[config.mk]
export PLATFORM = sky130hd
export DESIGN_NAME = am_query_ctrl
export DESIGN_NICKNAME = d
export VERILOG_FILES = /design/src/rtl/am_pkg.sv /design/src/rtl/am_argmax_serial.sv /design/src/rtl/am_query_ctrl.sv
export SDC_FILE = /design/constraint.sdc
export NUM_CORES = 1
export LEC_CHECK = 0
export BUFFER_PORTS_ARGS = -buffer_cell sky130_fd_sc_hd__buf_4
export CAP_MARGIN = 20
export CORE_AREA = 3 3 88 90
export DETAILED_ROUTE_END_ITERATION = 8
export DIE_AREA = 0 0 91 93
export PLACE_DENSITY = 0.78
export SETUP_SLACK_MARGIN = 0.02
export SYNTH_ARGS = -nofsm -noshare
export SYNTH_HDL_FRONTEND = slang
export SYNTH_SLANG_ARGS = --single-unit
export TNS_END_PERCENT = 1
[constraint.sdc]
create_clock -name clk -period 2.7 [get_ports clk]
set_input_delay 0.27 -clock clk [delete_from_list [all_inputs] [get_ports clk]]
set_output_delay 0.27 -clock clk [all_outputs]
set_load 0.005 [all_outputs]
[src/rtl/am_pkg.sv]
`default_nettype none
// ============================================================================
//  Module      : am_pkg
//  Description : Shared types and default constants for the associative-memory
//                query controller and its serial argmax helper.
//  Revision    : 1.0 - initial release
// ============================================================================
package am_pkg;

    // Controller states, shared so that observers can decode the state register.
    typedef enum logic [2:0] {
        S_IDLE  = 3'd0,
        S_QUERY = 3'd1,
        S_INFER = 3'd2,
        S_TALLY = 3'd3,
        S_DONE  = 3'd4
    } am_state_t;

    localparam int DEFAULT_NUM_SEGMENTS = 4;
    localparam int DEFAULT_NUM_CLASSES  = 26;

endpackage : am_pkg
`default_nettype wire

[src/rtl/am_argmax_serial.sv]
`default_nettype none
// ============================================================================
//  Module      : am_argmax_serial
//  Description : Walks class_sel across all classes, one class per step, and
//                tracks the index of the highest score seen. Ties keep the
//                lower index. best_idx already includes the compare of the
//                current step, so it is the final answer on the last step.
//  Revision    : 1.0 - initial release
// ============================================================================
module am_argmax_serial #(
    parameter int NUM_CLASSES = 26,
    parameter int SCORE_W     = 16,
    parameter int CLASS_W     = $clog2(NUM_CLASSES)
) (
    input  logic               clk,
    input  logic               rst,
    input  logic               start,
    input  logic               step,
    input  logic [SCORE_W-1:0] score,
    output logic [CLASS_W-1:0] class_sel,
    output logic [CLASS_W-1:0] best_idx,
    output logic               last
);

    localparam logic [CLASS_W-1:0] LAST_CLASS = CLASS_W'(NUM_CLASSES - 1);

    logic [SCORE_W-1:0] best_score;
    logic [CLASS_W-1:0] best_idx_q;
    logic               take;

    // Class 0 always seeds the running maximum; later classes must beat it strictly.
    always_comb begin
        take     = (class_sel == '0) || (score > best_score);
        best_idx = take ? class_sel : best_idx_q;
        last     = (class_sel == LAST_CLASS);
    end

    // Running maximum and class walk; nothing moves unless start or step is given.
    always_ff @(posedge clk or posedge rst) begin
        if (rst) begin
            class_sel  <= '0;
            best_score <= '0;
            best_idx_q <= '0;
        end else if (start) begin
            class_sel <= '0;
        end else if (step) begin
            if (take) begin
                best_score <= score;
                best_idx_q <= class_sel;
            end
            class_sel <= last ? '0 : class_sel + CLASS_W'(1);
        end
    end

endmodule : am_argmax_serial
`default_nettype wire

[src/rtl/am_query_ctrl.sv]
`default_nettype none
// ============================================================================
//  Module      : am_query_ctrl
//  Description : Associative-memory query controller. Accepts NUM_SEGMENTS
//                query segments over a valid/ready handshake, runs a serial
//                argmax over NUM_CLASSES similarity scores, and keeps running
//                saturating accuracy counts over the test set.
//  Revision    : 1.0 - initial release
// ============================================================================
module am_query_ctrl
    import am_pkg::*;
#(
    parameter int NUM_SEGMENTS = DEFAULT_NUM_SEGMENTS,
    parameter int NUM_CLASSES  = DEFAULT_NUM_CLASSES,
    parameter int SCORE_W      = 16,
    parameter int COUNT_W      = 16,
    // Derived widths; leave at their defaults.
    parameter int SEG_W        = (NUM_SEGMENTS > 1) ? $clog2(NUM_SEGMENTS) : 1,
    parameter int CLASS_W      = $clog2(NUM_CLASSES)
) (
    input  logic               clk,
    input  logic               rst,
    input  logic               en,
    input  logic               start_querying,
    input  logic               testing_dataset_finished,
    input  logic               seg_valid,
    output logic               seg_ready,
    output logic [SEG_W-1:0]   query_ctr,
    output logic               comparing_query_hv_with_class_hv,
    output logic [CLASS_W-1:0] class_sel,
    input  logic [SCORE_W-1:0] class_score,
    output logic               inferring_class,
    input  logic [CLASS_W-1:0] label,
    output logic               tallying_accuracy,
    output logic [CLASS_W-1:0] predicted_class,
    output logic               pred_valid,
    output logic [COUNT_W-1:0] correct_count,
    output logic [COUNT_W-1:0] total_count,
    output logic               done
);

    localparam logic [SEG_W-1:0] LAST_SEG = SEG_W'(NUM_SEGMENTS - 1);

    am_state_t          state;
    am_state_t          state_nxt;
    logic               seg_accept;
    logic               last_seg;
    logic               infer_start;
    logic               infer_step;
    logic               argmax_last;
    logic [CLASS_W-1:0] argmax_best;
    logic               clear_counts;

    // Handshake and sequencing strobes; all qualified by en so a stalled cycle changes nothing.
    always_comb begin
        last_seg     = (query_ctr == LAST_SEG);
        seg_accept   = seg_valid && seg_ready;
        infer_start  = seg_accept && last_seg;
        infer_step   = en && (state == S_INFER);
        clear_counts = en && start_querying && ((state == S_IDLE) || (state == S_DONE));
    end

    am_argmax_serial #(
        .NUM_CLASSES (NUM_CLASSES),
        .SCORE_W     (SCORE_W),
        .CLASS_W     (CLASS_W)
    ) u_argmax (
        .clk       (clk),
        .rst       (rst),
        .start     (infer_start),
        .step      (infer_step),
        .score     (class_score),
        .class_sel (class_sel),
        .best_idx  (argmax_best),
        .last      (argmax_last)
    );

    // State register.
    always_ff @(posedge clk or posedge rst) begin
        if (rst) begin
            state <= S_IDLE;
        end else begin
            state <= state_nxt;
        end
    end

    // Next-state logic; start_querying is only honoured from IDLE and DONE.
    always_comb begin
        state_nxt = state;
        if (en) begin
            case (state)
                S_IDLE:  if (start_querying) state_nxt = S_QUERY;
                S_QUERY: if (infer_start)    state_nxt = S_INFER;
                S_INFER: if (argmax_last)    state_nxt = S_TALLY;
                S_TALLY: state_nxt = testing_dataset_finished ? S_DONE : S_QUERY;
                S_DONE:  if (start_querying) state_nxt = S_QUERY;
                default: state_nxt = S_IDLE;
            endcase
        end
    end

    // Control outputs decode the registered state; seg_ready and pred_valid also need en.
    always_comb begin
        seg_ready                        = 1'b0;
        comparing_query_hv_with_class_hv = 1'b0;
        inferring_class                  = 1'b0;
        tallying_accuracy                = 1'b0;
        pred_valid                       = 1'b0;
        done                             = 1'b0;
        case (state)
            S_QUERY: begin
                comparing_query_hv_with_class_hv = 1'b1;
                seg_ready                        = en;
            end
            S_INFER: inferring_class = 1'b1;
            S_TALLY: begin
                tallying_accuracy = 1'b1;
                pred_valid        = en;
            end
            S_DONE:  done = 1'b1;
            default: ;
        endcase
    end

    // Segment counter doubles as the demux select for the incoming segment.
    always_ff @(posedge clk or posedge rst) begin
        if (rst) begin
            query_ctr <= '0;
        end else if (seg_accept) begin
            query_ctr <= last_seg ? '0 : query_ctr + SEG_W'(1);
        end
    end

    // Capture the argmax winner on the final class step, including that step's compare.
    always_ff @(posedge clk or posedge rst) begin
        if (rst) begin
            predicted_class <= '0;
        end else if (infer_step && argmax_last) begin
            predicted_class <= argmax_best;
        end
    end

    // Saturating accuracy tally, cleared whenever a new run starts.
    always_ff @(posedge clk or posedge rst) begin
        if (rst) begin
            correct_count <= '0;
            total_count   <= '0;
        end else if (clear_counts) begin
            correct_count <= '0;
            total_count   <= '0;
        end else if (pred_valid) begin
            if (total_count != '1) begin
                total_count <= total_count + COUNT_W'(1);
            end
            if ((predicted_class == label) && (correct_count != '1)) begin
                correct_count <= correct_count + COUNT_W'(1);
            end
        end
    end

endmodule : am_query_ctrl
`default_nettype wire

=== Yosys cells after proc, flatten, opt, wreduce, memory -nomap -nowiden ===
Index checks and enable logic that the tools add are counted.

* Add/sub/neg operators: 4
* Order comparisons: 1
* Equality and inequality tests: 12
* Multiplexer cells: 22
* Bitwise gates (word level): 1
* Reduce and logical (&&, ||, !) cells: 21

{| class="wikitable"
|+ Operators with widths
! kind !! count
|-
| 16-bit 2-to-1 mux || 6
|-
| 16-bit by 1-bit adder with 16-bit output (second input constant) || 2
|-
| 16-bit != test (second input constant) || 2
|-
| 5-bit 2-to-1 mux || 4
|-
| 16-bit > comparator || 1
|-
| 3-bit 2-to-1 mux || 4
|-
| 3-bit case mux with 4 select lines || 1
|-
| 2-bit nonzero test || 4
|-
| 1-bit logical AND || 7
|-
| 3-bit by 2-bit equality test with 1-bit output (second input constant) || 2
|-
| 1-bit 2-to-1 mux || 6
|-
| 2-bit AND reduction || 3
|-
| 5-bit by 1-bit adder with 5-bit output (second input constant) || 1
|-
| 5-bit equality test || 1
|-
| 5-bit equality test (second input constant) || 1
|-
| 5-bit logical NOT || 1
|-
| 2-bit != test (second input constant) || 2
|-
| 4-bit AND reduction || 1
|-
| 3-bit by 1-bit equality test with 1-bit output (second input constant) || 1
|-
| 3-bit equality test (second input constant) || 1
|-
| 3-bit logical NOT || 1
|-
| 3-bit AND reduction || 1
|-
| 2-bit by 1-bit adder with 2-bit output (second input constant) || 1
|-
| 2-bit equality test (second input constant) || 1
|-
| 5 further kinds || 6
|}

* Bits in registers: 68
* Input bits: 27
* Output and inout port bits: 50
* Logic and storage cells: 69

=== Longest topological paths before layout ===
* Depth after elaboration: 6
* Depth in mapped cells: 10
* Gate-level depth less buffers: 8

=== Modules after synthesis ===
Synthesis repeated with hierarchy kept, for this count alone.

* Cells, all modules: 399
* Area, all modules: 4021.4 um^2

{| class="wikitable"
|+ By module, submodules not included
! module !! times used !! cells an instance !! area an instance (um^2) !! sequential area each (um^2)
|-
| am_query_ctrl || 1 || 252 || 2324.7 || 1051.0
|-
| am_argmax_serial || 1 || 147 || 1696.6 || 650.6
|}

=== Least setup slack after synthesis ===
Ideal clock, no wire load.

* Path type: reg2reg
* Start: register u_argmax.best_score[1]
* End: register u_argmax.best_score[10]
* Library setup time: 125 ps
* Data arrival time: 2030 ps
* Data required time: 2575 ps
* Setup slack: 545 ps
* Stages on the path, launching flop included: 11
* Path buffers: 2
* Period minus slack after synthesis: 2155 ps
* Path through: dfrtp_1 -> inv_1 -> ha_1 -> nor2b_1 -> o21ai_0 -> a21boi_2 -> o31a_1 -> buf_6 -> o21ai_4 -> buf_6 -> mux2_4

* Word-level cells in the longest chain between the ends: 3

{| class="wikitable"
|+ Ends and longest elaborated chain
! element !! RTL line !! text
|-
| start: declaration || am_argmax_serial.sv:27 || <nowiki>logic [SCORE_W-1:0] best_score;</nowiki>
|-
| start signal: assignment || am_argmax_serial.sv:48 || <nowiki>best_score <= score;</nowiki>
|-
| 16-bit > comparator || am_argmax_serial.sv:33 || <nowiki>take = (class_sel == '0) || (score > best_score);</nowiki>
|-
| 1-bit logical OR || am_argmax_serial.sv:33 ||
|-
| 3-bit AND reduction (no line) || - ||
|}

No other way between the ends.
A chain may end at the register's enable or synchronous reset.

=== Worst setup path in the final report ===
* Start: register u_argmax.best_score[1]
* End: register u_argmax.best_score[14]

Same word-level chain as after synthesis.

==> results.ini <==
[cells_and_area]
regArea_um2 = 1700
area_growth_syn_to_layout_pct = 21.9
layout.cells.most_common = buf_4
fillers = 611
drive_gt1_frac = 0.308
final_cell_mix = 85 x buf_4, 68 x dfrtp_1, 32 x nor2_1
nets = 502
antenna_cells = 0
multi_input_area_um2 = 2040

[die]
pin_count = 77
dieArea_um2 = 8460
die_y_um = 93
dieWidth_um = 91
core_um2 = 7140
rows = 31
start_util = 0.548

[global_routing]
gr-total-overflow = 0
grt_pass1_wl_mm = 13.5
use_met3 = 0.0459
grt_util_met2 = 0.332
grt-busiest-layer = met2
grtUsageTotal = 0.198
antenna_found_initial = 0
met1_usage = 0.248
grt_max_degree = 45
grt_pass1_vias = 2874

[critical_path]
crit_slowest_cell = o31a_1
cp_cell_sequence = inv_1 -> ha_1 -> nor2b_1 -> o21ai_0 -> a21boi_2 -> o31a_1 -> o21ai_4 -> buf_4 -> mux2_2
rr_startpoint = u_argmax.best_score[1]
r2r_slack_ps = 290
worstReg2RegEnd = u_argmax.best_score[14]
critPathMaxFanout = 12
cp_slowest_stage_delay_ps = 400
reg2reg_depth = 9
cp.required_ps = 2930
critPathBufInv = 2
path_class = reg2reg
worstSetupEndpointType = flip-flop
critPathLaunchType = flip-flop
critical_path_arrival_ps = 2640
worst_path_dominant_cell_family = compound AO/OA/AOI/OAI gates

[yosys]
synth-edff-count = 0
ys_ff_latch = 68
synth_cell_types = 55
async_flop_share = 1.00
syn_inst = 370
ys_warn_count = 0
avgSynthCellArea_um2 = 10.6
synth.net_count = 419
synth_ff_type = dfrtp_1
ys_seq_area_frac = 0.435
synth_area_um2 = 3910

[cts]
post-cts-setup-buffers = 0
cts.hold.buffers_added = 0
clock_latency_ps = 340
numCtsBuffers = 9
clockRootBuffer = clkbuf_8
cts_sinks = 68
cts_resized = 0
clock_path_buffers = 2
cts_tree = built
clk_pin_slew_ps = 70
cts_max_level = 3

[pwr]
finalPower_mw = 3.13
p_per_area_nw_per_um2 = 657
ir_drop_uv = 456
leakagePower_nw = 2.33

[placement]
port_buffers = 76
globalplace.congestion = 0.856
hpwl_mm = 6.04

[timing]
rsz0062_at_grt = no
hold_viol = 0
skew_ps = 7.78
setup_violations = 0
relSlewSlack = 0.386
setup_tns_ps = 0
fmax_ghz = 0.415
period_minus_slack_ps = 2410
post-route-period-util = 0.891
tightest_slew_ps = 919
slew_viol_final = 0

[route]
drc = 0
avgRoutedWirePerCell_um = 14.6
first_pass_iters = 4
wl_mm = 8.13
vias = 3029
drt_iter0_markers = 104
vias_per_cell = 5.44
drtAntennaViolNets = 0

[outcome]
outcome = finished, final reports clean

[hold_path]
hp-class = in2async

[run]
maxCapViolCount = 0

-- how the worst max path moves through the flow --
| stage | startpoint | to | slack, ps | depth (start not counted) |
|---|---|---|---|---|
| 2_1_floorplan | u_argmax.best_score[1] | u_argmax.best_score[10] | 540 | 10 |
| 5_1_grt | u_argmax.best_score[11] | u_argmax.best_score[14] | 150 | 9 |
| 3_5_place_dp | class_score[1] | u_argmax.best_score[14] | 260 | 9 |
| 4_1_cts | u_argmax.best_score[1] | u_argmax.best_score[14] | 280 | 9 |
| 3_3_place_gp | class_score[11] | u_argmax.best_score[14] | 310 | 9 |
| 6_report | u_argmax.best_score[1] | u_argmax.best_score[14] | 290 | 9 |
-- through the flow --
stage	area [um2]	std cells	setup slack [ps]	util	hold slack, ps
global route	4770	557	149	0.668	161
CTS	4770	557	281	0.668	157
detailed placement	4590	541	263	0.643	481
global placement	4590	541	306	0.643	476
finish	4770	557	293	0.668	136
floorplan	3910	370	545	-	419
-- worst register-to-register path, stage by stage (launching register included) --
cell	delay (ps)
dfrtp_1	350
inv_1	50
ha_1	280
nor2b_1	140
o21ai_0	220
a21boi_2	80
o31a_1	400
o21ai_4	170
buf_4	260
mux2_2	360
-- cell usage after synthesis (3+ instances only) --
library cell | number | area share
nand4_1 | 12 | 0.019
xnor2_1 | 19 | 0.043
o21ai_0 | 16 | 0.020
inv_1 | 24 | 0.023
nor4_2 | 5 | 0.016
a21oi_1 | 12 | 0.015
mux2_4 | 19 | 0.073
nor2b_1 | 3 | 0.0048
clkbuf_1 | 4 | 0.0038
nor2_1 | 32 | 0.031
a21o_1 | 4 | 0.0077
and2_1 | 4 | 0.0064
ha_1 | 22 | 0.070
and3_1 | 7 | 0.011
nand3_1 | 15 | 0.019
nor3_1 | 9 | 0.012
xor2_1 | 9 | 0.020
and4_1 | 4 | 0.0090
clkbuf_2 | 3 | 0.0038
dfrtp_1 | 68 | 0.44
nand2_1 | 27 | 0.026
a31oi_1 | 3 | 0.0048
buf_6 | 3 | 0.0086
mux2_2 | 4 | 0.012
-- layer usage --
layer | vias up | share of wire | wire length, um
li1 | 1471 | - | -
met1 | 1486 | 0.45 | 3640
met2 | 61 | 0.49 | 3960
met3 | 11 | 0.049 | 398
met4 | 0 | 0.016 | 131
met5 | - | 0 | 0
-- where the power goes --
group | internal [mW] | total, mW | leakage [nW] | switching (mW)
clock network | 0.428 | 0.792 | 0.0887 | 0.364
logic | 0.532 | 0.993 | 1.32 | 0.461
registers | 1.18 | 1.34 | 0.929 | 0.163
total | 2.14 | 3.13 | 2.33 | 0.988
-- area by class of cell --
type / count / area share
Clock buffer: 14 / 0.0299
Clock inverter: 2 / 0.00735
Sequential cell: 68 / 0.357
Inverter: 24 / 0.0189
Multi-Input combinational cell: 265 / 0.427
Tap cell: 99 / 0.0260
Timing Repair Buffer: 85 / 0.134
-- registers in the layout, summed over array words and instances, names as in the netlist --
name / count
query_ctr: 2
state: 3
u_argmax.best_idx_q: 5
u_argmax.class_sel: 5
predicted_class: 5
total_count: 16
u_argmax.best_score: 16
correct_count: 16
-- logic make-up (layout without fill, tap and decap cells) --
family | Yosys count | count (layout) | share of synthesized area
and+or+nand+nor | 139 | 139 | 0.212
DFF | 68 | 68 | 0.435
AOI/OAI and AO/OA | 51 | 51 | 0.0854
buffers and inverters | 37 | 125 | 0.0445
xor gates and xnor gates | 28 | 28 | 0.0627
muxes | 25 | 25 | 0.0896
adders and majority gates | 22 | 22 | 0.0704
Note: power is estimated with default switching activity, not from simulation.
